<file path="config.mk">
export PLATFORM = sky130hd
export DESIGN_NAME = pipe_hazard_ctrl
export DESIGN_NICKNAME = d
export VERILOG_FILES = /design/src/rtl/pipe_hazard_ctrl.sv
export SDC_FILE = /design/constraint.sdc
export NUM_CORES = 1
export LEC_CHECK = 0
export CORE_AREA = 5 5 42 44
export CTS_BUF_LIST = sky130_fd_sc_hd__clkbuf_8
export CTS_CLUSTER_SIZE = 24
export DETAILED_ROUTE_END_ITERATION = 12
export DIE_AREA = 0 0 47 49
export GPL_TIMING_DRIVEN = 1
export PLACE_DENSITY = 0.78
export SYNTH_ARGS = -nofsm -noshare
export SYNTH_HDL_FRONTEND = slang
export SYNTH_SLANG_ARGS = --single-unit
export TNS_END_PERCENT = 10
</file>
<file path="constraint.sdc">
create_clock -name CLK -period 3 [get_ports CLK]
set_input_delay 0.75 -clock CLK [delete_from_list [all_inputs] [get_ports CLK]]
set_output_delay 0.75 -clock CLK [all_outputs]
set_load 0.005 [all_outputs]
</file>
<file path="src/rtl/pipe_hazard_ctrl.sv">
// Pipeline sequencing controller: latch enables/flushes, PC enable, cache-port arbitration, halt.
// Optional event counters (stall_cnt, flush_cnt) are built when PIPE_PERF_EN is defined.
module pipe_hazard_ctrl (
  input  logic        CLK,
  input  logic        nRST,
  input  logic        ihit,
  input  logic        dhit,
  input  logic        exmem_dREN,
  input  logic        exmem_dWEN,
  input  logic        exmem_halt,
  input  logic        exmem_take,
  input  logic        idex_dREN,
  input  logic [4:0]  idex_wsel,
  input  logic [4:0]  ifid_rs,
  input  logic [4:0]  ifid_rt,
  output logic        pc_en,
  output logic        ifid_en,
  output logic        idex_en,
  output logic        exmem_en,
  output logic        memwb_en,
  output logic        ifid_flush,
  output logic        idex_flush,
  output logic        exmem_flush,
  output logic        memwb_flush,
  output logic        imemREN,
  output logic        dmemREN,
  output logic        dmemWEN,
  output logic        halt
`ifdef PIPE_PERF_EN
  ,
  output logic [31:0] stall_cnt,
  output logic [31:0] flush_cnt
`endif
);

  typedef enum logic [1:0] {RUN, DWAIT, DRAIN, HALT} state_t;

  state_t state, next;
  logic   dreq, load_use, take_evt;

  assign dreq     = exmem_dREN | exmem_dWEN;
  assign load_use = idex_dREN && (idex_wsel != 5'd0) &&
                    ((idex_wsel == ifid_rs) || (idex_wsel == ifid_rt));

  always_comb begin
    next        = state;
    take_evt    = 1'b0;
    pc_en       = 1'b0;
    ifid_en     = 1'b0;
    idex_en     = 1'b0;
    exmem_en    = 1'b0;
    memwb_en    = 1'b0;
    ifid_flush  = 1'b0;
    idex_flush  = 1'b0;
    exmem_flush = 1'b0;
    memwb_flush = 1'b0;
    imemREN     = 1'b0;
    dmemREN     = 1'b0;
    dmemWEN     = 1'b0;
    unique case (state)
      RUN, DWAIT: begin
        dmemREN = exmem_dREN;
        dmemWEN = exmem_dWEN;
        imemREN = ~dreq;
        if (dreq && !dhit) begin
          memwb_flush = 1'b1;
          next        = DWAIT;
        end else begin
          // Latches advance by default; flushes below override the enable inside the latch.
          next     = RUN;
          pc_en    = 1'b1;
          ifid_en  = 1'b1;
          idex_en  = 1'b1;
          exmem_en = 1'b1;
          memwb_en = 1'b1;
          if (exmem_halt) begin
            pc_en       = 1'b0;
            ifid_flush  = 1'b1;
            idex_flush  = 1'b1;
            exmem_flush = 1'b1;
            next        = DRAIN;
          end else if (exmem_take) begin
            ifid_flush  = 1'b1;
            idex_flush  = 1'b1;
            exmem_flush = 1'b1;
            take_evt    = 1'b1;
          end else if (load_use) begin
            pc_en      = 1'b0;
            ifid_en    = 1'b0;
            idex_flush = 1'b1;
          end else if (!dreq && !ihit) begin
            pc_en      = 1'b0;
            ifid_en    = 1'b0;
            ifid_flush = 1'b1;
          end
        end
      end
      DRAIN: begin
        memwb_en = 1'b1;
        next     = HALT;
      end
      HALT: ;
    endcase
    // Outputs are held quiet for the whole reset pulse, not just at the edge.
    if (!nRST) begin
      take_evt    = 1'b0;
      pc_en       = 1'b0;
      ifid_en     = 1'b0;
      idex_en     = 1'b0;
      exmem_en    = 1'b0;
      memwb_en    = 1'b0;
      ifid_flush  = 1'b0;
      idex_flush  = 1'b0;
      exmem_flush = 1'b0;
      memwb_flush = 1'b0;
      imemREN     = 1'b0;
      dmemREN     = 1'b0;
      dmemWEN     = 1'b0;
    end
  end

  always_ff @(posedge CLK or negedge nRST) begin
    if (!nRST) begin
      state <= RUN;
      halt  <= 1'b0;
    end else begin
      state <= next;
      halt  <= halt | (next == HALT);
    end
  end

`ifdef PIPE_PERF_EN
  always_ff @(posedge CLK or negedge nRST) begin
    if (!nRST) begin
      stall_cnt <= 32'd0;
      flush_cnt <= 32'd0;
    end else begin
      if (!pc_en && state != HALT) stall_cnt <= stall_cnt + 32'd1;
      if (take_evt)                flush_cnt <= flush_cnt + 32'd1;
    end
  end
`else
  logic unused_take;
  assign unused_take = take_evt;
`endif

endmodule

</file>
; ---- Yosys cells after proc, flatten, opt, wreduce, memory -nomap -nowiden
; Cells that the tools add are included.
[totals]
inputBits = 24
output_inout_bits = 13
mem_bits_rw = 0
ff_bits = 3
memories = 0
romBits = 0
elab_cells = 67
latch_bits = 0
[op_classes]
n_reduce_logical = 11
n_bitwise = 3
multipliers = 0
n_lt_le_gt_ge = 0
addsub = 0
mux = 46
div = 0
shift = 0
eq_ne = 5
[ops]
columns = operator, count
row1 = $mux 1, 42
row2 = $eq 5x5->1, 2
row3 = $reduce_bool 5->1, 1
row4 = $eq 2x2->1 const B, 2
row5 = $logic_and 1x1->1, 4
row6 = $mux 2, 2
row7 = $pmux 2 s2, 1
row8 = $logic_not 1->1, 3
row9 = $eq 2x1->1 const B, 1
row10 = $logic_not 2->1, 1
row11 = $or 1x1->1, 2
row12 = $pmux 1 s2, 1
row13 = $reduce_or 2->1, 1
row14 = $logic_or 1x1->1, 1
row15 = $not 1->1, 1

; ---- Depth between registers and ports, before layout
; Gate-level depths: netlist of the first run.
[logic_depth]
depth_word = 10
depth_mapped = 5
ltp_nobuf = 4

; ---- Worst setup path before layout of the first run
; OpenSTA, ideal clock, no wires.
[synth_path]
path_kind = input-to-output
from = input idex_wsel[1]
to = output idex_flush
t_required_ps = 2250
arrival_time_ps = 1712
path_stages = 4
n_path_buf = 0
slack_ps = 538
path_cell_list = or4_1 > o21ai_2 > inv_2 > a31o_1
[synth_via]
elab_chain_cells = 9
word_cells_on_any_way = 12
classes_between = eq/ne (2) / mux (6) / reduce/logical (4)
[synth_rtl]
columns = item, line
row1 = "start, declared", 13  ; input logic [4:0] idex_wsel,
row2 = $eq 5x5->1 or $reduce_bool 5->1 (tied branches), "43, 42"
row3 = $logic_or 1x1->1 or $logic_and 1x1->1 (tied branches), "43, 42"
row4 = $logic_and 1x1->1 *, 42  ; assign load_use = idex_dREN && (idex_wsel != 5'd0) &&
row5 = $mux 1 *, 87  ; end else if (load_use) begin
row6 = $mux 1 *, 82  ; end else if (exmem_take) begin
row7 = $mux 1 *, 76  ; if (exmem_halt) begin
row8 = $mux 1 *, 65  ; if (dreq && !dhit) begin
row9 = $mux 1 *, 60  ; unique case (state)
row10 = $mux 1 *, 105  ; if (!nRST) begin
row11 = "end, declared", 22  ; output logic idex_flush,
; Every way passes the cells marked *; elsewhere a longest branch is shown, timed or not.

; ---- Final worst setup path of the first run
[layout_path]
from = input idex_wsel[3]
to = output idex_flush
; Same word-level chain as after synthesis.

==> results of run 1 <==
synth_stat cells (2+ instances only):
cell type | instances | area share (%)
nor3_1 | 4 | 5.3
nand2_1 | 3 | 3.0
nand3_1 | 2 | 2.6
dfrtp_1 | 3 | 20
nor2_1 | 9 | 8.9
inv_1 | 2 | 2.0
a21oi_1 | 3 | 3.9
xnor2_1 | 10 | 23
nand2b_1 | 2 | 3.3
repair_timing:
item	4_1_cts	5_1_grt
endpoints found under the setup margin	8	6
gates resized for setup	23	8
buffers inserted	2	0
pin swaps	2	3
hold endpoints to repair	0	0
report_power, final:
part / switching, W / internal [W] / total, W
sequential: 0.00000000000122 / 0.0000408 / 0.0000408
combinational: 0.0000292 / 0.0000526 / 0.0000818
clock: 0.0000252 / 0.0000870 / 0.000112
total: 0.0000543 / 0.000180 / 0.000235
routing by layer:
layer,GRT usage [%],up-vias,routed length [um]
met5,0,-,0
met3,4.80,6,173
met2,29.0,34,894
li1,-,293,-
met4,7.37,0,41
met1,12.4,261,457
layout make-up:
cell class	count	area, um^2	share of cell area (%)
timing repair buffer	54	484	50.1
multi-input combinational	45	330	34.2
clock inverter	1	3.75	0.389
inverter	3	11.3	1.17
sequential	3	75.1	7.77
clock buffer	3	41.3	4.27
tap	16	20.0	2.07
sequential cells by signal (all words and copies together) (netlist names):
name and flops:
state 2, halt 1
worst paths after layout:
check                              from         end  slack [ps]
hold reg to reg                    halt        halt         470
setup reg to reg               state[1]        halt        2150
setup / recovery           idex_wsel[3]  idex_flush          20
min in group CLK                   halt        halt         470
max in group asynchronous          nRST    state[1]        2450
hold / removal                     nRST    state[0]         450
stage by stage:
step	setup slack, ps	hold WS [ps]
finish	22.5	455
global route	-20.5	479
CTS	-35.4	467
detailed placement	-470	450
global placement	-399	456
floorplan	538	454
cell families after synthesis:
kind of cell,Yosys count
DFF,3
buffers and inverters,5
and+or+nand+nor,23
xor gates and xnor gates,10
AOI/OAI and AO/OA,12
==> out/qor.txt, run 1 <==
Mapped Area: 380 um^2
Die Area: 2300 um^2
number of flops mapped to enable cells by yosys: 0
fillers: 133
final setup vio count: 0
most used cell along the critical path: dlygate4sd2_1
ant diodes: 0
Via density: 4.75
final WL: 1570 um
Min-Delay Path Class: in2async
post-layout min period: 2980 ps
first-pass GRT wire length: 2530 um
Final Hold Vio Count: 0
Levels on crit path: 6
mux cell area share after synthesis: 0%
post-synthesis sequential area ratio: 19.7%
Buf/Inv on CP: 3
Synth Flop Type: dfrtp_1
Fin Clk Skew: 2.63 ps
Buffers on Ports: 36
gpl congestion: 0.806
initial core utilization: 27.1%
total power: 0.000235 W
Core Area: 1400 um^2
most common cell after layout, fill and taps aside: clkdlybuf4s50_1
Final #Nets: 134
FFs w/ async S/R, synth: 100%
Inst Count DP: 119
clk_lat worst skew: 210 ps
run status: finished clean
Req. time, crit path: 2250 ps
drt first pass iters: 2
DIE HEIGHT: 49 um
Clock Pin Slew Worst Setup and Hold Paths: 30 ps
CTS tree: done
worst-margin pin slew: 236 ps
Synthesis Warnings: 0
max-cap violations: 0
Area Growth Syn to Fin: 154%
Highest Clock Rate: 336 MHz
fin crit share: 99.3%
CP arrival: 2230 ps
vias post-DR: 594
antenna violations before repair: 0
Post-CTS Hold Fix Bufs: 0
largest family of logic cells by synthesized area: simple AND/OR/NAND/NOR gates
Worst path max stage delay: 540 ps
dpl cell area: 868 um^2
critical path, cell by cell: dlygate4sd2_1 > or4_4 > o21ai_4 > inv_2 > a31o_1 > dlygate4sd2_1
Design Area, Final: 966 um^2
CP top delay family: buffers and inverters
Final Non-Filler Cells: 125
CP max stage cell: or4_4
clock buffer depth: 2
FP Rows: 14
Sum Neg Setup Slack: 0 ps
maximum fanout along the worst path: 3
RSZ-0062 raised after global routing: yes
pin count of the biggest net entering global routing: 7
CP Capture Type: output pin
clock root cell: clkbuf_8
kind of critical path: in2out
First DRT Iteration DRCs: 4
Synth Area in XOR/XNOR: 23.0%
Chip Width: 47 um
slew margin rel.: 84.3%
clock sinks: 3
Num CTS Buffers: 3
most frequent cells in the layout: clkdlybuf4s50_1, buf_4, xnor2_1
Congestion Overflow GR: 0
DRC errors left: 0
Post-Synth Adder-Cell Area: 0%
Synth Area in Compound Gates: 22.7%
startpoint types: primary input
H-tree depth: 1
Total GRT Usage: 15.0%
Synth Area in Simple Gates: 28.3%
fin. max-slew vios: 0
Yosys cell types: 24
HPWL Detailed: 1250 um
num ports: 37
Mapped Cells: 53
power per cell area: 243 nW/um^2
vias in the first global route: 672
Post-Syn Nets: 77
share of cells above drive strength 1: 30.3%
final core utilization: 68.9%
P_leak: 0.465 nW
Avg Cell Area, Syn: 7.18 um^2
R2R cell count: 1
#FFs+latches synth: 3
maximum VDD drop: 0.224 mV
wire per inst: 12.5 um
post-route ant nets: 0
Power figures use the tool's default switching activity.
==> run 2, diff against run 1 <==
--- a/config.mk
+++ b/config.mk
@@ -12,6 +12,7 @@
 export DIE_AREA = 0 0 47 49
 export GPL_TIMING_DRIVEN = 1
 export PLACE_DENSITY = 0.78
+export SKIP_LAST_GASP = 1
 export SYNTH_ARGS = -nofsm -noshare
 export SYNTH_HDL_FRONTEND = slang
 export SYNTH_SLANG_ARGS = --single-unit
==> run 2 against run 1 <==
Against the previous run: the run now ends with setup timing left; combinational power is 4.9% lower; non-clock buffer count unchanged; count of clock-buffer cells in the layout unchanged; critical path depth unchanged; via count is 2.4% lower; fmax is 0.82% lower; largest power group unchanged; highest routed layer unchanged.
==> out/qor.txt, run 2 (synthesis results as in run 1) <==
run status: finished, violations left (was finished clean)
failing checks: setup timing
maximum VDD drop: 0.224 mV (about the same)
Setup crit start: idex_wsel[3] (unchanged)
gpl congestion: 0.806 (unchanged)
fin. max-slew vios: 0 (unchanged)
R2R cell count: 1 (unchanged)
most frequent cells in the layout: clkdlybuf4s50_1, buf_4, xnor2_1 (unchanged)
DRC errors left: 0 (unchanged)
slew margin rel.: 85.4% (was 84.3%)
biggest regs: state (2), halt (1) (unchanged)
share of cells above drive strength 1: 29.4% (was 30.3%)
Fin Clk Skew: 2.77 ps (was 2.63 ps)
clock sinks: 3 (unchanged)
most common cell after layout, fill and taps aside: clkdlybuf4s50_1 (unchanged)
first-pass GRT wire length: 2390 um (was 2530 um)
ant diodes: 0 (unchanged)
DIE HEIGHT: 49 um (unchanged)
worst r2r src: state[1] (unchanged)
Reg with most FFs: state (unchanged)
busiest metal layer after global routing: met2 (unchanged)
P_leak: 0.407 nW (was 0.465 nW)
Buf/Inv on CP: 3 (unchanged)
Area Growth Syn to Fin: 144% (was 154%)
RSZ-0062 raised after global routing: yes (unchanged)
CP top delay family: buffers and inverters (unchanged)
Post-CTS Hold Fix Bufs: 0 (unchanged)
clock buffer depth: 2 (unchanged)
Design Area, Final: 928 um^2 (was 966 um^2)
fin crit share: 100% (was 99.3%)
H-tree depth: 1 (unchanged)
GRT met2 Usage: 27.8% (was 29.0%)
pre-CTS setup slack: -470 ps (unchanged)
Via density: 4.64 (was 4.75)
CP endpoint: idex_flush (unchanged)
First DRT Iteration DRCs: 0 (was 4)
FP Rows: 14 (unchanged)
HPWL Detailed: 1250 um (unchanged)
CP max stage cell: or4_4 (unchanged)
reg2reg setup slack: 2130 ps (was 2150 ps)
final setup vio count: 1 (was 0)
kind of critical path: in2out (unchanged)
Hold WS: 468 ps (was 455 ps)
Die Area: 2300 um^2 (unchanged)
CTS tree: done (unchanged)
Worst path max stage delay: 540 ps (about the same)
wire per inst: 12.4 um (was 12.5 um)
Clock Pin Slew Worst Setup and Hold Paths: 30 ps (about the same)
Min-Delay Path Class: reg2reg (was in2async)
most used cell along the critical path: dlygate4sd2_1 (unchanged)
Req. time, crit path: 2250 ps (about the same)
initial core utilization: 27.1% (unchanged)
Num CTS Buffers: 3 (unchanged)
grt met1 use: 11.0% (was 12.4%)
post-route ant nets: 0 (unchanged)
dpl cell area: 868 um^2 (unchanged)
startpoint types: primary input (unchanged)
final worst setup slack: -2.11 ps (was 22.5 ps)
max-cap violations: 0 (unchanged)
Worst R2R End: halt (unchanged)
Highest Clock Rate: 333 MHz (was 336 MHz)
antenna violations before repair: 0 (unchanged)
Final Hold Vio Count: 0 (unchanged)
max FFs per register: 2 (unchanged)
drt first pass iters: 1 (was 2)
Levels on crit path: 6 (unchanged)
power per cell area: 249 nW/um^2 (was 243 nW/um^2)
vias post-DR: 580 (was 594)
Total GRT Usage: 14.2% (was 15.0%)
CP Capture Type: output pin (unchanged)
GR Layer Usage met3: 4.80% (unchanged)
final WL: 1550 um (was 1570 um)
vias in the first global route: 657 (was 672)
maximum fanout along the worst path: 3 (unchanged)
total power: 0.000231 W (was 0.000235 W)
CP arrival: 2250 ps (was 2230 ps)
Chip Width: 47 um (unchanged)
clk_lat worst skew: 210 ps (about the same)
worst-margin pin slew: 217 ps (was 236 ps)
final core utilization: 66.3% (was 68.9%)
critical path, cell by cell: dlygate4sd2_1 > or4_4 > o21ai_4 > inv_2 > a31o_1 > dlygate4sd2_1 (unchanged)
Buffers on Ports: 36 (unchanged)
Final #Nets: 134 (unchanged)
num ports: 37 (unchanged)
pin count of the biggest net entering global routing: 7 (unchanged)
Core Area: 1400 um^2 (unchanged)
Congestion Overflow GR: 0 (unchanged)
post-layout min period: 3000 ps (was 2980 ps)
clock root cell: clkbuf_8 (unchanged)
run 2: report_power, final:
part | internal, W | total, W | switching [W]
Sequential | 0.0000408 | 0.0000408 | 0.00000000000139
Clock | 0.0000870 | 0.000112 | 0.0000254
Combinational | 0.0000504 | 0.0000778 | 0.0000274
Total | 0.000178 | 0.000231 | 0.0000528
run 2: cell type report:
class                      instances  area [um^2]
tap                               16         20.0
inverter                           3         11.3
multi-input combinational         45          304
timing repair buffer              54          473
clock buffer                       3         41.3
sequential                         3         75.1
fill                             135          473
clock inverter                     1         3.75
run 2: repair_timing:
action,4_1_cts,5_1_grt
setup buffers,2,0
endpoints found under the setup margin,8,7
pin swaps,2,1
resized for setup,20,3
run 2: worst min-delay path by stage:
stage	end	from	depth (start not counted)	slack (ps)
floorplan	halt	nRST	0	450
global placement	halt	halt	1	460
detailed placement	halt	halt	1	450
CTS	halt	halt	1	470
global route	halt	halt	1	490
finish	halt	halt	1	470
run 2: layer usage:
| layer | part of all wire [%] | wire, um | up-vias |
|---|---|---|---|
| met2 | 56 | 866 | 32 |
| li1 | - | - | 292 |
| met3 | 11 | 175 | 4 |
| met1 | 31 | 476 | 252 |
| met4 | 1.7 | 27 | 0 |
| met5 | 0 | 0 | - |
run 2: metrics by stage:
step,setup TNS (ps),cells
after floorplan,0,53
after global placement,-1630,119
after detailed placement,-1790,119
after CTS,-131,125
after global routing,-255,125
final,-2.11,125
==> run 3, diff against run 2 <==
--- a/config.mk
+++ b/config.mk
@@ -12,6 +12,7 @@
 export DIE_AREA = 0 0 47 49
 export GPL_TIMING_DRIVEN = 1
 export PLACE_DENSITY = 0.78
+export SETUP_SLACK_MARGIN = 0.4
 export SKIP_LAST_GASP = 1
 export SYNTH_ARGS = -nofsm -noshare
 export SYNTH_HDL_FRONTEND = slang
==> run 3 against run 2 <==
Against the previous run: the run now ends clean; flip-flop and latch count did not move; routed wire length rose by 3.6%; final cell count rose by 0.80%; highest routed layer unchanged; largest power group unchanged; global-route usage rose by 2.0 points; worst setup slack improved by 190 ps.
==> out/qor.txt, run 3 (synthesis results as in run 1) <==
run status: finished clean (was finished, violations left)
Final #Nets: 135 (was 134)
CP top delay family: simple AND/OR/NAND/NOR gates (was buffers and inverters)
post-layout min period: 2810 ps (was 3000 ps)
first-pass GRT wire length: 2700 um (was 2390 um)
FF/Latch Area: 75.1 um^2 (unchanged)
vias in the first global route: 691 (was 657)
reg2reg setup slack: 2150 ps (was 2130 ps)
CTS tree: done (unchanged)
most frequent cells in the layout: clkdlybuf4s50_1, buf_4, xnor2_1 (unchanged)
max FFs per register: 2 (unchanged)
Combinational Power Share: 35.4% (was 33.7%)
vias post-DR: 601 (was 580)
total power: 0.000236 W (was 0.000231 W)
biggest regs: state (2), halt (1) (unchanged)
initial core utilization: 27.1% (unchanged)
CP max stage cell: or4_4 (unchanged)
Area Growth Syn to Fin: 153% (was 144%)
Worst path max stage delay: 490 ps (was 540 ps)
DIE HEIGHT: 49 um (unchanged)
gpl congestion: 0.806 (unchanged)
CP arrival: 2060 ps (was 2250 ps)
Final Hold Vio Count: 0 (unchanged)
fillers: 132 (was 135)
final worst setup slack: 187 ps (was -2.11 ps)
drt first pass iters: 2 (was 1)
Fin Clk Skew: 2.43 ps (was 2.77 ps)
Highest Clock Rate: 356 MHz (was 333 MHz)
critical path, cell by cell: clkdlybuf4s15_2 > or4_4 > o21ai_4 > buf_6 > nor3_1 > a21oi_1 > buf_2 (was dlygate4sd2_1 > or4_4 > o21ai_4 > inv_2 > a31o_1 > dlygate4sd2_1)
kind of critical path: in2out (unchanged)
clock sinks: 3 (unchanged)
RSZ-0062 raised after global routing: yes (unchanged)
startpoint types: primary input (unchanged)
fin crit share: 93.8% (was 100%)
Buf/Inv on CP: 3 (unchanged)
maximum VDD drop: 0.226 mV (was 0.224 mV)
most common cell after layout, fill and taps aside: clkdlybuf4s50_1 (unchanged)
P_int: 0.000180 W (was 0.000178 W)
Buffers on Ports: 36 (unchanged)
sw frac: 23.8% (was 22.9%)
Design Area, Final: 962 um^2 (was 928 um^2)
Core Area: 1400 um^2 (unchanged)
Min-Delay Path Class: reg2reg (unchanged)
clock root cell: clkbuf_8 (unchanged)
Die Area: 2300 um^2 (unchanged)
multi-input combinational cell area: 337 um^2 (was 304 um^2)
final WL: 1600 um (was 1550 um)
Num CTS Buffers: 3 (unchanged)
post-route ant nets: 0 (unchanged)
P_leak: 0.463 nW (was 0.407 nW)
FP Rows: 14 (unchanged)
Total GRT Usage: 16.2% (was 14.2%)
clock buffer depth: 2 (unchanged)
H-tree depth: 1 (unchanged)
power per cell area: 246 nW/um^2 (was 249 nW/um^2)
First DRT Iteration DRCs: 2 (was 0)
dpl cell area: 868 um^2 (unchanged)
antenna violations before repair: 0 (unchanged)
Clock Pin Slew Worst Setup and Hold Paths: 30 ps (about the same)
DRC errors left: 0 (unchanged)
pin count of the biggest net entering global routing: 7 (unchanged)
slew margin rel.: 85.2% (was 85.4%)
Via density: 4.77 (was 4.64)
share of cells above drive strength 1: 35.5% (was 29.4%)
Sum Neg Setup Slack: 0 ps (was -2.11 ps)
fin. max-slew vios: 0 (unchanged)
wire per inst: 12.7 um (was 12.4 um)
worst-margin pin slew: 220 ps (was 217 ps)
final setup vio count: 0 (was 1)
clk_lat worst skew: 210 ps (about the same)
sw power: 0.0000563 W (was 0.0000528 W)
CP Capture Type: output pin (unchanged)
Chip Width: 47 um (unchanged)
Seq pwr share: 17.2% (was 17.7%)
maximum fanout along the worst path: 3 (unchanged)
Req. time, crit path: 2250 ps (about the same)
HPWL Detailed: 1250 um (unchanged)
Reg with most FFs: state (unchanged)
Congestion Overflow GR: 0 (unchanged)
pre-CTS setup slack: -470 ps (unchanged)
max-cap violations: 0 (unchanged)
num ports: 37 (unchanged)
clock group share of total power: 47.4% (was 48.7%)
ant diodes: 0 (unchanged)
[run 3: cell count changes in the layout (fill, tap and decap cells not counted), sizes merged]
cell,before,now
clkdlybuf4s50,27,19
clkdlybuf4s15,0,2
dlymetal6s2s,0,1
buf,21,25
dlygate4sd2,6,8
[run 3: repair_timing]
action | in CTS | in global routing
hold buffers | 0 | 0
pin swaps | 4 | 2
buffers inserted | 3 | 0
gates resized for setup | 47 | 4
endpoints found under the setup margin | 12 | 12
[run 3: power groups by stage]
stage	Clock (W)	Sequential [W]	Combinational, W
3_3_place_gp	0	0.0000412	0.0000730
2_1_floorplan	0	0.0000412	0.0000217
3_5_place_dp	0	0.0000412	0.0000748
5_1_grt	0.000122	0.0000407	0.0000908
6_report	0.000112	0.0000408	0.0000836
4_1_cts	0.000113	0.0000408	0.0000808
[run 3: path summary, 6_finish.rpt]
path	to	startpoint	cells after the start
max in group asynchronous	state[1]	nRST	2
worst max-delay path	ifid_en	idex_wsel[1]	7
min in group asynchronous	state[0]	nRST	2
worst max register to register	halt	state[1]	1
worst min-delay path	halt	halt	1
worst min register to register	halt	halt	1
[run 3: final cells by class]
cell class	instances	share of cell area [%]
repair buffers	55	49.3
multi-input cells	45	35.0
flip-flops and latches	3	7.80
clock buffers	3	4.29
well taps	16	2.08
inverters	3	1.17
clock inverters	1	0.390
[run 3: routing by layer]
layer	global-route usage, %	share of wire [%]	vias to the layer above
li1	-	-	296
met4	7.83	4.5	0
met3	4.43	11	8
met1	13.5	28	261
met5	0	0	-
met2	31.7	56	36
[run 3: per-stage QoR]
step | util (%) | hold WS, ps | instances
final | 68.7 | 468 | 126
after global routing | 68.7 | 487 | 126
after CTS | 67.5 | 467 | 126
after detailed placement | 62.0 | 450 | 119
after global placement | 62.0 | 456 | 119
after floorplan | - | 454 | 53
